==> config.mk <==
export PLATFORM = sky130hd
export DESIGN_NAME = traffic_phase_ctrl
export DESIGN_NICKNAME = d
export VERILOG_FILES = /design/src/rtl/traffic_phase_ctrl.sv
export SDC_FILE = /design/constraint.sdc
export NUM_CORES = 1
export LEC_CHECK = 0
export CAP_MARGIN = 20
export CORE_MARGIN = 2
export CORE_UTILIZATION = 48
export CTS_CLUSTER_DIAMETER = 40
export DETAILED_ROUTE_END_ITERATION = 10
export GPL_ROUTABILITY_DRIVEN = 0
export PLACE_DENSITY = 0.89
export SETUP_SLACK_MARGIN = 0.5
export SLEW_MARGIN = 25
export SYNTH_ARGS = -nofsm -noshare
export SYNTH_HDL_FRONTEND = slang
export SYNTH_SLANG_ARGS = --single-unit
==> constraint.sdc <==
create_clock -name sys_clk -period 3.8 [get_ports sys_clk]
set_input_delay 0.38 -clock sys_clk [delete_from_list [all_inputs] [get_ports sys_clk]]
set_output_delay 0.38 -clock sys_clk [all_outputs]
set_load 0.05 [all_outputs]
==> src/rtl/traffic_phase_ctrl.sv <==
// Fixed-cycle six-movement traffic phase controller: GREEN -> YELLOW -> CLEAR per
// movement, stepped by a 1 s tick derived from sys_clk, with a freeze input.
module traffic_phase_ctrl #(
    parameter int CLK_DIV      = 50_000_000,
    parameter int YELLOW_TIME  = 3,
    parameter int ALL_RED_TIME = 1
) (
    input  logic       sys_clk,
    input  logic       sys_rst,
    input  logic [5:0] ew_left_time,
    input  logic [5:0] ew_stra_time,
    input  logic [5:0] ew_right_time,
    input  logic [5:0] sn_left_time,
    input  logic [5:0] sn_stra_time,
    input  logic [5:0] sn_right_time,
    input  logic       hold,
    output logic [5:0] green,
    output logic [5:0] yellow,
    output logic [5:0] red,
    output logic [5:0] countdown,
    output logic [2:0] phase,
    output logic       phase_start
);

    localparam int PRE_W = $clog2(CLK_DIV);

    typedef enum logic [1:0] {
        ST_GREEN  = 2'd0,
        ST_YELLOW = 2'd1,
        ST_CLEAR  = 2'd2
    } state_t;

    state_t           state_q, state_d;
    logic [PRE_W-1:0] pre_q, pre_d;
    logic [2:0]       phase_q, phase_d;
    logic [2:0]       phase_nx;
    logic [5:0]       cnt_q, cnt_d;
    logic [5:0]       green_time;
    logic [5:0]       mask;
    logic             pstart_q, pstart_d;
    logic             tick;

    always_ff @(posedge sys_clk) begin
        if (sys_rst) begin
            pre_q    <= '0;
            state_q  <= ST_CLEAR;
            phase_q  <= 3'd5;
            cnt_q    <= 6'(ALL_RED_TIME);
            pstart_q <= 1'b0;
        end else begin
            pre_q    <= pre_d;
            state_q  <= state_d;
            phase_q  <= phase_d;
            cnt_q    <= cnt_d;
            pstart_q <= pstart_d;
        end
    end

    always_comb begin
        tick       = 1'b0;
        pre_d      = pre_q;
        state_d    = state_q;
        phase_d    = phase_q;
        cnt_d      = cnt_q;
        pstart_d   = 1'b0;
        phase_nx   = (phase_q == 3'd5) ? 3'd0 : phase_q + 3'd1;
        green_time = sn_right_time;

        // Prescaler is frozen entirely while hold is high, so timing resumes exactly.
        if (!hold) begin
            if (pre_q == PRE_W'(CLK_DIV - 1)) begin
                pre_d = '0;
                tick  = 1'b1;
            end else begin
                pre_d = pre_q + PRE_W'(1);
            end
        end

        case (phase_nx)
            3'd0:    green_time = ew_left_time;
            3'd1:    green_time = ew_stra_time;
            3'd2:    green_time = ew_right_time;
            3'd3:    green_time = sn_left_time;
            3'd4:    green_time = sn_stra_time;
            default: green_time = sn_right_time;
        endcase

        if (tick) begin
            if (cnt_q > 6'd1) begin
                cnt_d = cnt_q - 6'd1;
            end else begin
                case (state_q)
                    ST_GREEN: begin
                        state_d = ST_YELLOW;
                        cnt_d   = 6'(YELLOW_TIME);
                    end
                    ST_YELLOW: begin
                        state_d = ST_CLEAR;
                        cnt_d   = 6'(ALL_RED_TIME);
                    end
                    default: begin
                        // A zero green time still yields one tick so cnt never reaches 0.
                        state_d  = ST_GREEN;
                        phase_d  = phase_nx;
                        cnt_d    = (green_time == 6'd0) ? 6'd1 : green_time;
                        pstart_d = 1'b1;
                    end
                endcase
            end
        end

        // Lamp outputs decode only registered state; bit 5 is movement 0.
        mask   = 6'b100000 >> phase_q;
        green  = 6'h00;
        yellow = 6'h00;
        red    = 6'h3F;
        case (state_q)
            ST_GREEN: begin
                green = mask;
                red   = ~mask;
            end
            ST_YELLOW: begin
                yellow = mask;
                red    = ~mask;
            end
            default: ;
        endcase
    end

    assign countdown   = cnt_q;
    assign phase       = phase_q;
    assign phase_start = pstart_q;

endmodule

Word level (Yosys, flattened, before mapping)
Index checks and enable logic that the tools add are counted.
{ "op_classes": {"add_sub_neg": 3, "n_lt_le_gt_ge": 1, "n_eq_ne": 7, "shift": 1, "mux": 13, "n_bitwise": 4, "reduce_logical": 7} }
{ "op_table": {"columns": ["cell", "count"], "rows": [
  ["6-bit two-way mux", 5],
  ["6-bit case mux with 5 select lines", 1],
  ["26-bit by 1-bit adder with 26-bit output, second input constant", 1],
  ["26-bit equality test, second input constant", 1],
  ["26-bit two-way mux", 1],
  ["6-bit case mux with 2 select lines", 1],
  ["3-bit by 2-bit equality test with 1-bit output, second input constant", 2],
  ["3-bit equality test, second input constant", 2],
  ["6-bit by 1-bit > comparator with 1-bit output, second input constant", 1],
  ["6-bit logical NOT", 1],
  ["6-bit NOT", 1],
  ["6-bit by 3-bit >> shifter with 6-bit output, first input constant", 1],
  ["6-bit by 1-bit subtractor with 6-bit output, second input constant", 1],
  ["2-bit case mux with 2 select lines", 1],
  ["3-bit by 1-bit adder with 3-bit output, second input constant", 1],
  ["3-bit by 1-bit equality test with 1-bit output, second input constant", 1],
  ["3-bit logical NOT", 1],
  ["1-bit two-way mux", 3],
  ["3-bit two-way mux", 1],
  ["1-bit NOT", 3],
  ["3-bit AND reduction", 1],
  ["3-bit OR reduction", 1],
  ["2-bit by 1-bit equality test with 1-bit output, second input constant", 1],
  ["2-bit logical NOT", 1],
  ["other kinds (2)", 2]
]} }
{ "word_totals": {"register_bits": 38, "inputBits": 39, "out_inout_bits": 28, "elab_cells": 41} }

Longest topological paths before layout
Gate-level depths: netlist (run 1).
{ "depth": {"ltp_word": 8, "mapped_depth": 13, "ltp_nobuf": 8} }

Least setup slack after synthesis (run 1)
Ideal clock, no wire load.
{ "synth_timing": {"kind": "register -> register", "from": "register phase_q[0] (netlist: phase[0])", "to": "register cnt_q[0] (netlist: countdown[0])", "setup_ps": 58, "arrival_ps": 3063, "required_ps": 3742, "setup_slack_ps": 680, "path_stages_with_launch": 13, "path_buffers": 4, "period_less_slack_ps": 3120, "path_cell_list": "dfxtp_1 -> buf_2 -> buf_2 -> buf_1 -> and2_1 -> ha_1 -> clkbuf_1 -> mux2i_1 -> nor2b_1 -> a2111oi_0 -> o211ai_1 -> o311ai_1 -> a21o_1"} }
{ "synth_between": {"elab_chain_len": 8, "elab_cells_between_ends": 13, "cone_classes": "add/sub: 1; eq/ne: 5; mux: 5; reduce/logical: 2"} }
{ "synth_lines": {"columns": ["item", "line_no", "text"], "rows": [
  ["from (decl)", "35", "logic [2:0] phase_q, phase_d;"],
  ["from (signal assigned)", "53", "phase_q <= phase_d;"],
  ["3-bit by 1-bit adder with 3-bit output or 3-bit equality test (tied branches)", "66", "phase_nx = (phase_q == 3'd5) ? 3'd0 : phase_q + 3'd1;"],
  ["3-bit two-way mux (*)", "66", null],
  ["3-bit equality test (tied with other cells)", "79", "case (phase_nx)"],
  ["6-bit case mux with 5 select lines (*)", "79", null],
  ["6-bit logical NOT", "105", "cnt_d = (green_time == 6'd0) ? 6'd1 : green_time;"],
  ["6-bit two-way mux (*)", "105", null],
  ["6-bit case mux with 2 select lines (*)", "92", "case (state_q)"],
  ["6-bit two-way mux (*)", "89", "if (cnt_q > 6'd1) begin"],
  ["to (signal assigned)", "48", "cnt_q <= 6'(ALL_RED_TIME);"],
  ["to (signal assigned)", "54", "cnt_q <= cnt_d;"],
  ["to (decl)", "37", "logic [5:0] cnt_q, cnt_d;"]
]} }
Mark *: on every way between the ends. The rest lies on a longest branch, timed or not.
A chain may end at the register's enable or synchronous reset.

Final worst setup path (run 1)
{ "layout_timing": {"from": "register phase_q[1] (netlist: phase[1])", "to": "register cnt_q[0] (netlist: countdown[0])"} }
Same word-level chain as after synthesis.

==> flow_summary.toml, run 1 <==
[sta]
tns_ns = 0
grt_setup_unrepaired = "no"
timing_max_transition_violations_final = 0
tightest_slew_ns = 0.600
finalSetupViolations = 0
min_period_over_period_pct = 79.1
fin_skew_ns = 0.00481
timing.fmax_mhz = 333
post-route-min-period_ns = 3.01
timing.max_slew.rel_slack_pct = 59.9
report.final.hold_viol_count = 0

[floorplan]
die_height_um = 74.1
rows = 25
die_area_um2 = 5490
floorplan.die.width_um = 74.1
pin_count = 67
core_um2 = 4720
initial_core_util_pct = 49.9

[critical_path]
reg2reg_depth = 8
reg2reg_to = "countdown[0]"
cp_slowest_cell = "dfxtp_1"
critical_path.endpoint = "countdown[0]"
arrival_ns = 3.24
worst_ep_required_time_ns = 4.03
worst-setup-path-type = "reg2reg"
crit_path_cell_trace = "and2_1 -> ha_1 -> mux2i_1 -> nor2b_1 -> a2111oi_0 -> o211ai_1 -> o311ai_1 -> a21o_1"
max_fanout_on_critical_path = 18
startpoint_type = "flip-flop"
crit_start = "phase[1]"
rrSetupSlack_ns = 0.79
critical_path.reg2reg.startpoint = "phase[1]"
critPathMaxStageDelay_ns = 0.70
worst_setup_path_end_kind = "flip-flop"

[drt]
drt_first_iter_violations = 80
routed-via-count = 2331
wl_per_cell_um = 13.4
drc = 0
avgViaCountPerCell = 5.41
detail_route.first_pass.iterations = 4
drt_wl_total_mm = 5.77
drtAntennaViolNets = 0

[power]
seqPwrFrac_pct = 56.0
vdd_ir_drop_max_v = 0.000225
finalPower_w = 0.000719
power.density_nw_per_um2 = 231
p_int_w = 0.000570
share_comb_of_total_power_pct = 8.9
switching_power_summed_over_all_nets_w = 0.000149
power.share.switching_pct = 20.7
power_frac_clock_pct = 35.0
leakage_nw = 1.14

[hold_path]
min_path_type = "reg2reg"

[yosys]
ys_dominant_reg_cell = "dfxtp_1"
synth_sequential_area_ratio_pct = 32.3
async_flop_share_pct = 0
ys_seq_elements = 38
post_synth_inst_count = 305
synth.distinct_cells = 59
synth.yosys.warnings = 0
syn_avg_cell_area_um2 = 7.73
netlist_area_um2 = 2360
netlist_top_cells_area = "dfxtp_1 (32%), nor2_1 (9.7%), xor2_1 (5.6%)"
synth.top_cell.area_share_pct = 32.3
synth.largest_area_cell = "dfxtp_1"
synth_enable_flop_cells = 0
mappedNetlistNets = 348

[clocking]
post_cts.resized_instances = 0
cts.reportedPaths.clkPinSlew_ns = 0.07
cts-hold-fix-buffers = 0
cts_htree_levels = 2
clk_root_buffer_cell = "clkbuf_8"
clock_insertion_delay_at_the_later_pin_of_the_skew_report_ns = 0.28
cts_inserted_buffers = 5
post_cts.repair.setup_buffers = 0
clock_tree_from_tritoncts = "built"
clock_sink_count = 38
cts_buffer_depth = 2

[global_route]
overflow = 0
grt_start_max_net_pins = 30
grt.total_usage_pct = 20.9
antenna_found_initial = 0
global_route_wire_length_before_repair_mm = 9.16
via_count_of_the_first_global_routing_pass = 2098

[finish]
layout-area-overhead-vs-synth_pct = 32.1
final_cell_area_um2 = 3120
insertedDiodeCount = 0
post_route_cells_drive_above_1_share_pct = 5.49
final_net_count = 407

[placed_design]
post_dp_cell_area_um2 = 3040
hpwlAfterDp_mm = 4.25
port_buffers = 66

[run_status]
status = "finished clean"

[run]
drv.max_cap_violation_count = 0
[critical path: cells and delay by family, from the launching register on]
| kind | cells | cell delay, ns |
|---|---|---|
| multiplexers | 1 | 0.28 |
| AND/OR/NAND/NOR | 2 | 0.33 |
| AO/OA/AOI/OAI | 4 | 1.23 |
| flip-flops | 1 | 0.70 |
| adder cells (fa/ha/maj) | 1 | 0.41 |
[cell usage in the layout, fill, tap and decap left out, types with 8 or more instances in the layout]
cell	count
a21oi_1	13
clkdlybuf4s50_1	66
dfxtp_1	38
inv_1	11
nand2_1	27
nand3_1	15
nand4_1	8
nor2_1	61
xnor2_1	11
xor2_1	15
[flip-flops by register name, indices dropped and copies added, names as in the netlist]
register and cells:
phase_start 1, phase 3, countdown 6, state_q 2
pre_q 26
[layout make-up]
cell class / instances / area [um^2]
timing repair buffer: 68 / 676
multi-input combinational: 240 / 1480
clock buffer: 7 / 76.3
tap: 67 / 83.8
fill: 412 / 1610
inverter: 11 / 41.3
sequential: 38 / 761
[layer usage]
layer / track usage, % / share of wire [%] / vias to the layer above
met5: 0 / 0 / -
met2: 35.0 / 45 / 70
li1: - / - / 1184
met1: 26.4 / 45 / 1066
met3: 4.74 / 7.9 / 11
met4: 7.27 / 1.7 / 0
[synth_stat cells, drive strengths merged (2+ instances only)]
cell type,count
a211oi,3
a21boi,4
a21o,4
a21oi,13
a221o,2
a221oi,3
a31oi,3
and2b,2
and3,4
and4,4
and4bb,2
buf,8
clkbuf,7
dfxtp,38
ha,4
inv,11
mux2i,5
nand2,28
nand2b,2
nand3,16
nand4,9
nor2,61
nor2b,5
nor3,6
nor3b,2
nor4,3
o21ai,4
o22ai,5
o311ai,2
xnor2,11
xor2,15
[power by group through the flow]
stage	Sequential [W]	Combinational (W)	Clock [W]
after CTS	0.000403	0.0000643	0.000259
after floorplan	0.000411	0.0000208	0
after detailed placement	0.000412	0.0000634	0
after global routing	0.000403	0.0000687	0.000279
after global placement	0.000412	0.0000633	0
final	0.000403	0.0000641	0.000252
[stage by stage]
step	utilization (%)	setup WS, ns	hold WS (ns)	instances
2_1_floorplan	-	0.680	0.471	305
3_5_place_dp	64.3	0.853	0.509	424
5_1_grt	66.0	0.502	0.555	431
3_3_place_gp	64.3	0.810	0.496	424
4_1_cts	66.0	0.809	0.525	431
6_report	66.0	0.794	0.520	431
[how the worst min path moves through the flow]
stage | slack (ns) | cells past startpoint | endpoint | start
detailed placement | 0.51 | 2 | pre_q[3] | pre_q[3]
CTS | 0.52 | 2 | pre_q[3] | pre_q[3]
global placement | 0.50 | 2 | pre_q[25] | pre_q[25]
floorplan | 0.47 | 2 | pre_q[25] | pre_q[25]
global route | 0.55 | 2 | pre_q[3] | pre_q[3]
finish | 0.52 | 2 | pre_q[3] | pre_q[3]
[cell families after synthesis]
logic type	synth area share, %
AND/OR/NAND/NOR	32.9
buffers and inverters	5.09
flip-flops	32.3
XOR/XNOR	9.66
multiplexers	2.12
AO/OA/AOI/OAI	15.8
adder cells (fa/ha/maj)	2.12
Note: power is estimated with default switching activity, not from simulation.
==> inputs of run 2 (changes only) <==
==> constraint.sdc (replaced) <==
create_clock -name sys_clk -period 2.9 [get_ports sys_clk]
set_input_delay 0.29 -clock sys_clk [delete_from_list [all_inputs] [get_ports sys_clk]]
set_output_delay 0.29 -clock sys_clk [all_outputs]
set_load 0.05 [all_outputs]
==> flow_summary.toml, run 2 (synthesis results as in run 1) <==
[sta]
finalSetupViolations = 0
fin_skew_ns = 0.00786
report.final.hold_viol_count = 0
timing_max_transition_violations_final = 0
tns_ns = 0
tightest_slew_ns = 0.593
post-route-min-period_ns = 2.32
post-route-worst-setup-slack_ns = 0.584
min_period_over_period_pct = 79.9
timing.max_slew.rel_slack_pct = 60.2
timing.fmax_mhz = 432
grt_setup_unrepaired = "yes"

[finish]
most_frequent_cells_in_the_layout = "nor2_1 (59), clkdlybuf4s50_1 (57), dfxtp_1 (35), nand2_1 (27)"
insertedDiodeCount = 0
largest_register_ff_count = 26
layout_commonest_cell = "nor2_1"
post_route_cells_drive_above_1_share_pct = 9.29
postLayoutCoreUtil_pct = 68.1
final_cell_area_um2 = 3220
largest-register = "pre_q"
layout-area-overhead-vs-synth_pct = 36.4
final_net_count = 408

[power]
power_frac_clock_pct = 41.0
seqPwrFrac_pct = 50.6
power.share.switching_pct = 20.5
leakage_nw = 1.24
switching_power_summed_over_all_nets_w = 0.000213
power.density_nw_per_um2 = 323
p_int_w = 0.000827
share_comb_of_total_power_pct = 8.4
vdd_ir_drop_max_v = 0.000360

[global_route]
met1_usage_pct = 27.1
grt-busiest-layer = "met2"
antenna_found_initial = 0
global_route.usage.met3_pct = 3.93
grt.total_usage_pct = 22.9
via_count_of_the_first_global_routing_pass = 2293
overflow = 0
fraction_of_met2_tracks_used_by_global_routing_pct = 41.5
grt_start_max_net_pins = 31
global_route_wire_length_before_repair_mm = 10.0

[drt]
detail_route.first_pass.iterations = 4
avgViaCountPerCell = 5.51
drc = 0
routed-via-count = 2385
drt_wl_total_mm = 6.09
drtAntennaViolNets = 0
drt_first_iter_violations = 139
wl_per_cell_um = 14.1

[placed_design]
place_worst_setup_slack_ns = 0.284
hpwlAfterDp_mm = 4.53
port_buffers = 66
post_dp_cell_area_um2 = 3080

[floorplan]
initial_core_util_pct = 49.9
floorplan.die.width_um = 74.1
die_height_um = 74.1
rows = 25
pin_count = 67
die_area_um2 = 5490
core_um2 = 4720

[critical_path]
worst_ep_required_time_ns = 2.61
critPathMaxStageDelay_ns = 0.81
max_fanout_on_critical_path = 9
worst-setup-path-type = "reg2out"
startpoint_type = "flip-flop"
cp_slowest_cell = "clkdlybuf4s50_1"
crit_path_cell_trace = "inv_1 -> nor2_1 -> clkdlybuf4s50_1"
worst_setup_path_end_kind = "output port"
arrival_ns = 2.03

[clocking]
cts_inserted_buffers = 5
cts_htree_levels = 2
clk_root_buffer_cell = "clkbuf_8"
clock_sink_count = 38
clock_insertion_delay_at_the_later_pin_of_the_skew_report_ns = 0.29
clock_tree_from_tritoncts = "built"
cts.reportedPaths.clkPinSlew_ns = 0.07
cts-hold-fix-buffers = 0
cts_buffer_depth = 2

[hold_path]
min_path_type = "reg2reg"

[run]
drv.max_cap_violation_count = 0

[run_status]
status = "finished clean"
-- run 2: cell types whose count changed in the layout (fill, tap and decap cells not counted), sizes merged --
cell	delta
clkbuf	+1
clkdlybuf4s50	-9
dlymetal6s2s	+3
dlygate4sd2	+6
buf	+1
-- run 2: power by group through the flow --
stage / registers [W] / clock network (W) / logic, W
finish: 0.000526 / 0.000427 / 0.0000874
global route: 0.000526 / 0.000461 / 0.0000938
CTS: 0.000525 / 0.000437 / 0.0000872
detailed placement: 0.000538 / 0 / 0.0000865
global placement: 0.000537 / 0 / 0.0000852
floorplan: 0.000537 / 0 / 0.0000282
-- run 2: path summary, 6_finish.rpt --
path | depth (start not counted) | start | endpoint | slack (ns)
setup / recovery | 3 | state_q[0] | yellow[4] | 0.58
hold / removal | 2 | pre_q[25] | pre_q[25] | 0.53
setup reg to reg | 8 | phase[2] | countdown[0] | 0.63
hold reg to reg | 2 | pre_q[25] | pre_q[25] | 0.53
-- run 2: area by class of cell --
type,count,area [um^2]
multi-input combinational,240,1530
fill,388,1510
sequential,38,769
timing repair buffer,69,687
clock buffer,8,111
tap,67,83.8
inverter,11,41.3
-- run 2: repair_timing --
| action | CTS | global route |
|---|---|---|
| resized for setup | 7 | 5 |
| pin swaps | 0 | 1 |
| buffers inserted | 0 | 1 |
| setup endpoints to repair | 9 | 30 |
-- run 2: metal layers --
| layer | up-vias | wire length [um] |
|---|---|---|
| met3 | 11 | 300 |
| li1 | 1194 | - |
| met2 | 68 | 3080 |
| met5 | - | 0 |
| met1 | 1112 | 2610 |
| met4 | 0 | 93 |
-- run 2: critical path, delay by kind of cell, from the launching register on --
| family | cells | cell delay [ns] |
|---|---|---|
| flops | 1 | 0.54 |
| buf+inv | 2 | 1.05 |
| simple gates | 1 | 0.15 |
-- run 2: metrics by stage --
stage,total power [W],cells,hold WS (ns)
3_5_place_dp,0.000624,424,0.504
3_3_place_gp,0.000623,424,0.495
2_1_floorplan,0.000565,305,0.393
6_report,0.00104,433,0.527
4_1_cts,0.00105,432,0.525
5_1_grt,0.00108,433,0.554
==> inputs of run 3 (changes only) <==
==> constraint.sdc (replaced) <==
create_clock -name sys_clk -period 2.3 [get_ports sys_clk]
set_input_delay 0.23 -clock sys_clk [delete_from_list [all_inputs] [get_ports sys_clk]]
set_output_delay 0.23 -clock sys_clk [all_outputs]
set_load 0.05 [all_outputs]
==> flow_summary.toml, run 3 (synthesis results as in run 1) <==
[clocking]
clk_root_buffer_cell = "clkbuf_8"
cts_htree_levels = 2
cts-hold-fix-buffers = 0
cts_buffer_depth = 2
cts.reportedPaths.clkPinSlew_ns = 0.08
clock_tree_from_tritoncts = "built"
cts_inserted_buffers = 5
clock_insertion_delay_at_the_later_pin_of_the_skew_report_ns = 0.29
clock_sink_count = 38

[sta]
post-route-min-period_ns = 2.10
post-route-worst-setup-slack_ns = 0.197
grt_setup_unrepaired = "yes"
tightest_slew_ns = 0.606
timing.max_slew.rel_slack_pct = 59.5
tns_ns = 0
finalSetupViolations = 0
min_period_over_period_pct = 91.4
fin_skew_ns = 0.00794
timing.fmax_mhz = 475
report.final.hold_viol_count = 0
timing_max_transition_violations_final = 0

[drt]
wl_per_cell_um = 17.5
drtAntennaViolNets = 0
drc = 0
avgViaCountPerCell = 5.83
detail_route.first_pass.iterations = 4
drt_first_iter_violations = 229
drt_wl_total_mm = 8.10
routed-via-count = 2705

[global_route]
grt.total_usage_pct = 29.0
via_count_of_the_first_global_routing_pass = 2649
global_route_wire_length_before_repair_mm = 12.3
antenna_found_initial = 0
overflow = 0
grt_start_max_net_pins = 30

[power]
p_int_w = 0.00106
power_frac_clock_pct = 41.9
power.share.switching_pct = 22.0
leakage_nw = 1.53
share_comb_of_total_power_pct = 9.4
vdd_ir_drop_max_v = 0.000590
finalPower_w = 0.00136
switching_power_summed_over_all_nets_w = 0.000299
power.density_nw_per_um2 = 354
seqPwrFrac_pct = 48.7

[finish]
layout-area-overhead-vs-synth_pct = 62.5
largest-register = "pre_q"
final_cell_area_um2 = 3830
most_frequent_cells_in_the_layout = "nor2_1 (45), clkdlybuf4s50_1 (41), buf_4 (35), dfxtp_1 (24), nand2_1 (22)"
largest_register_ff_count = 26
insertedDiodeCount = 0
final_net_count = 439
post_route_cells_drive_above_1_share_pct = 35.5
layout_commonest_cell = "nor2_1"

[placed_design]
hpwlAfterDp_mm = 4.90
port_buffers = 66
post_dp_cell_area_um2 = 3370
place_worst_setup_slack_ns = 0.0555

[hold_path]
min_path_type = "reg2reg"
hold-path-cell-count = 2

[floorplan]
initial_core_util_pct = 49.9
die_height_um = 74.1
die_area_um2 = 5490
pin_count = 67
core_um2 = 4720
floorplan.die.width_um = 74.1
rows = 25

[critical_path]
arrival_ns = 2.35
max_fanout_on_critical_path = 6
worst_setup_path_end_kind = "flip-flop"
worst-setup-path-type = "reg2reg"
startpoint_type = "flip-flop"
worst_ep_required_time_ns = 2.55
reg2reg_depth = 8

[run]
drv.max_cap_violation_count = 0

[run_status]
status = "finished clean"
[run 3: cell type report]
class	instances	area, um^2
clock inverters	3	43.8
inverters	11	41.3
multi-input cells	241	1820
repair buffers	99	987
clock buffers	5	68.8
well taps	67	83.8
flip-flops and latches	38	788
fillers	269	890
[run 3: per-stage QoR]
step / utilization, % / hold slack [ns] / cells
3_5_place_dp: 71.3 / 0.516 / 435
2_1_floorplan: - / 0.333 / 305
6_report: 81.2 / 0.523 / 464
3_3_place_gp: 71.3 / 0.488 / 435
4_1_cts: 78.9 / 0.520 / 462
5_1_grt: 81.2 / 0.538 / 464
[run 3: worst max-delay path, cell delays in order (launching register included)]
cell and delay, ns:
dfxtp_4 0.34, and2_4 0.16, ha_4 0.27, mux2i_2 0.20
nor2b_2 0.09, a2111oi_4 0.40, o211ai_1 0.19, o311ai_2 0.26
a21o_1 0.14
[run 3: worst paths after layout]
| kind | from | end | slack [ns] |
|---|---|---|---|
| max | phase[0] | countdown[0] | 0.20 |
| min reg2reg | pre_q[22] | pre_q[22] | 0.52 |
| max reg2reg | phase[0] | countdown[0] | 0.20 |
| min | pre_q[22] | pre_q[22] | 0.52 |
[run 3: layer usage]
layer | vias up | share of wire, % | track usage, %
met1 | 1294 | 39 | 32.1
met2 | 124 | 52 | 54.8
met5 | - | 0 | 0
li1 | 1259 | - | -
met3 | 28 | 5.7 | 4.88
met4 | 0 | 3.1 | 11.1
[run 3: power groups by stage]
stage | sequential [W] | combinational [W] | clock, W
3_3_place_gp | 0.000678 | 0.000109 | 0
5_1_grt | 0.000661 | 0.000135 | 0.000609
6_report | 0.000661 | 0.000127 | 0.000570
3_5_place_dp | 0.000679 | 0.000113 | 0
4_1_cts | 0.000662 | 0.000120 | 0.000577
2_1_floorplan | 0.000677 | 0.0000374 | 0
[run 3: timing repair]
action                     4_1_cts  5_1_grt
gates resized for setup         54       29
pin swaps                       18       17
setup buffers                   18        2
setup endpoints to repair       52       47
cloned                           1        0
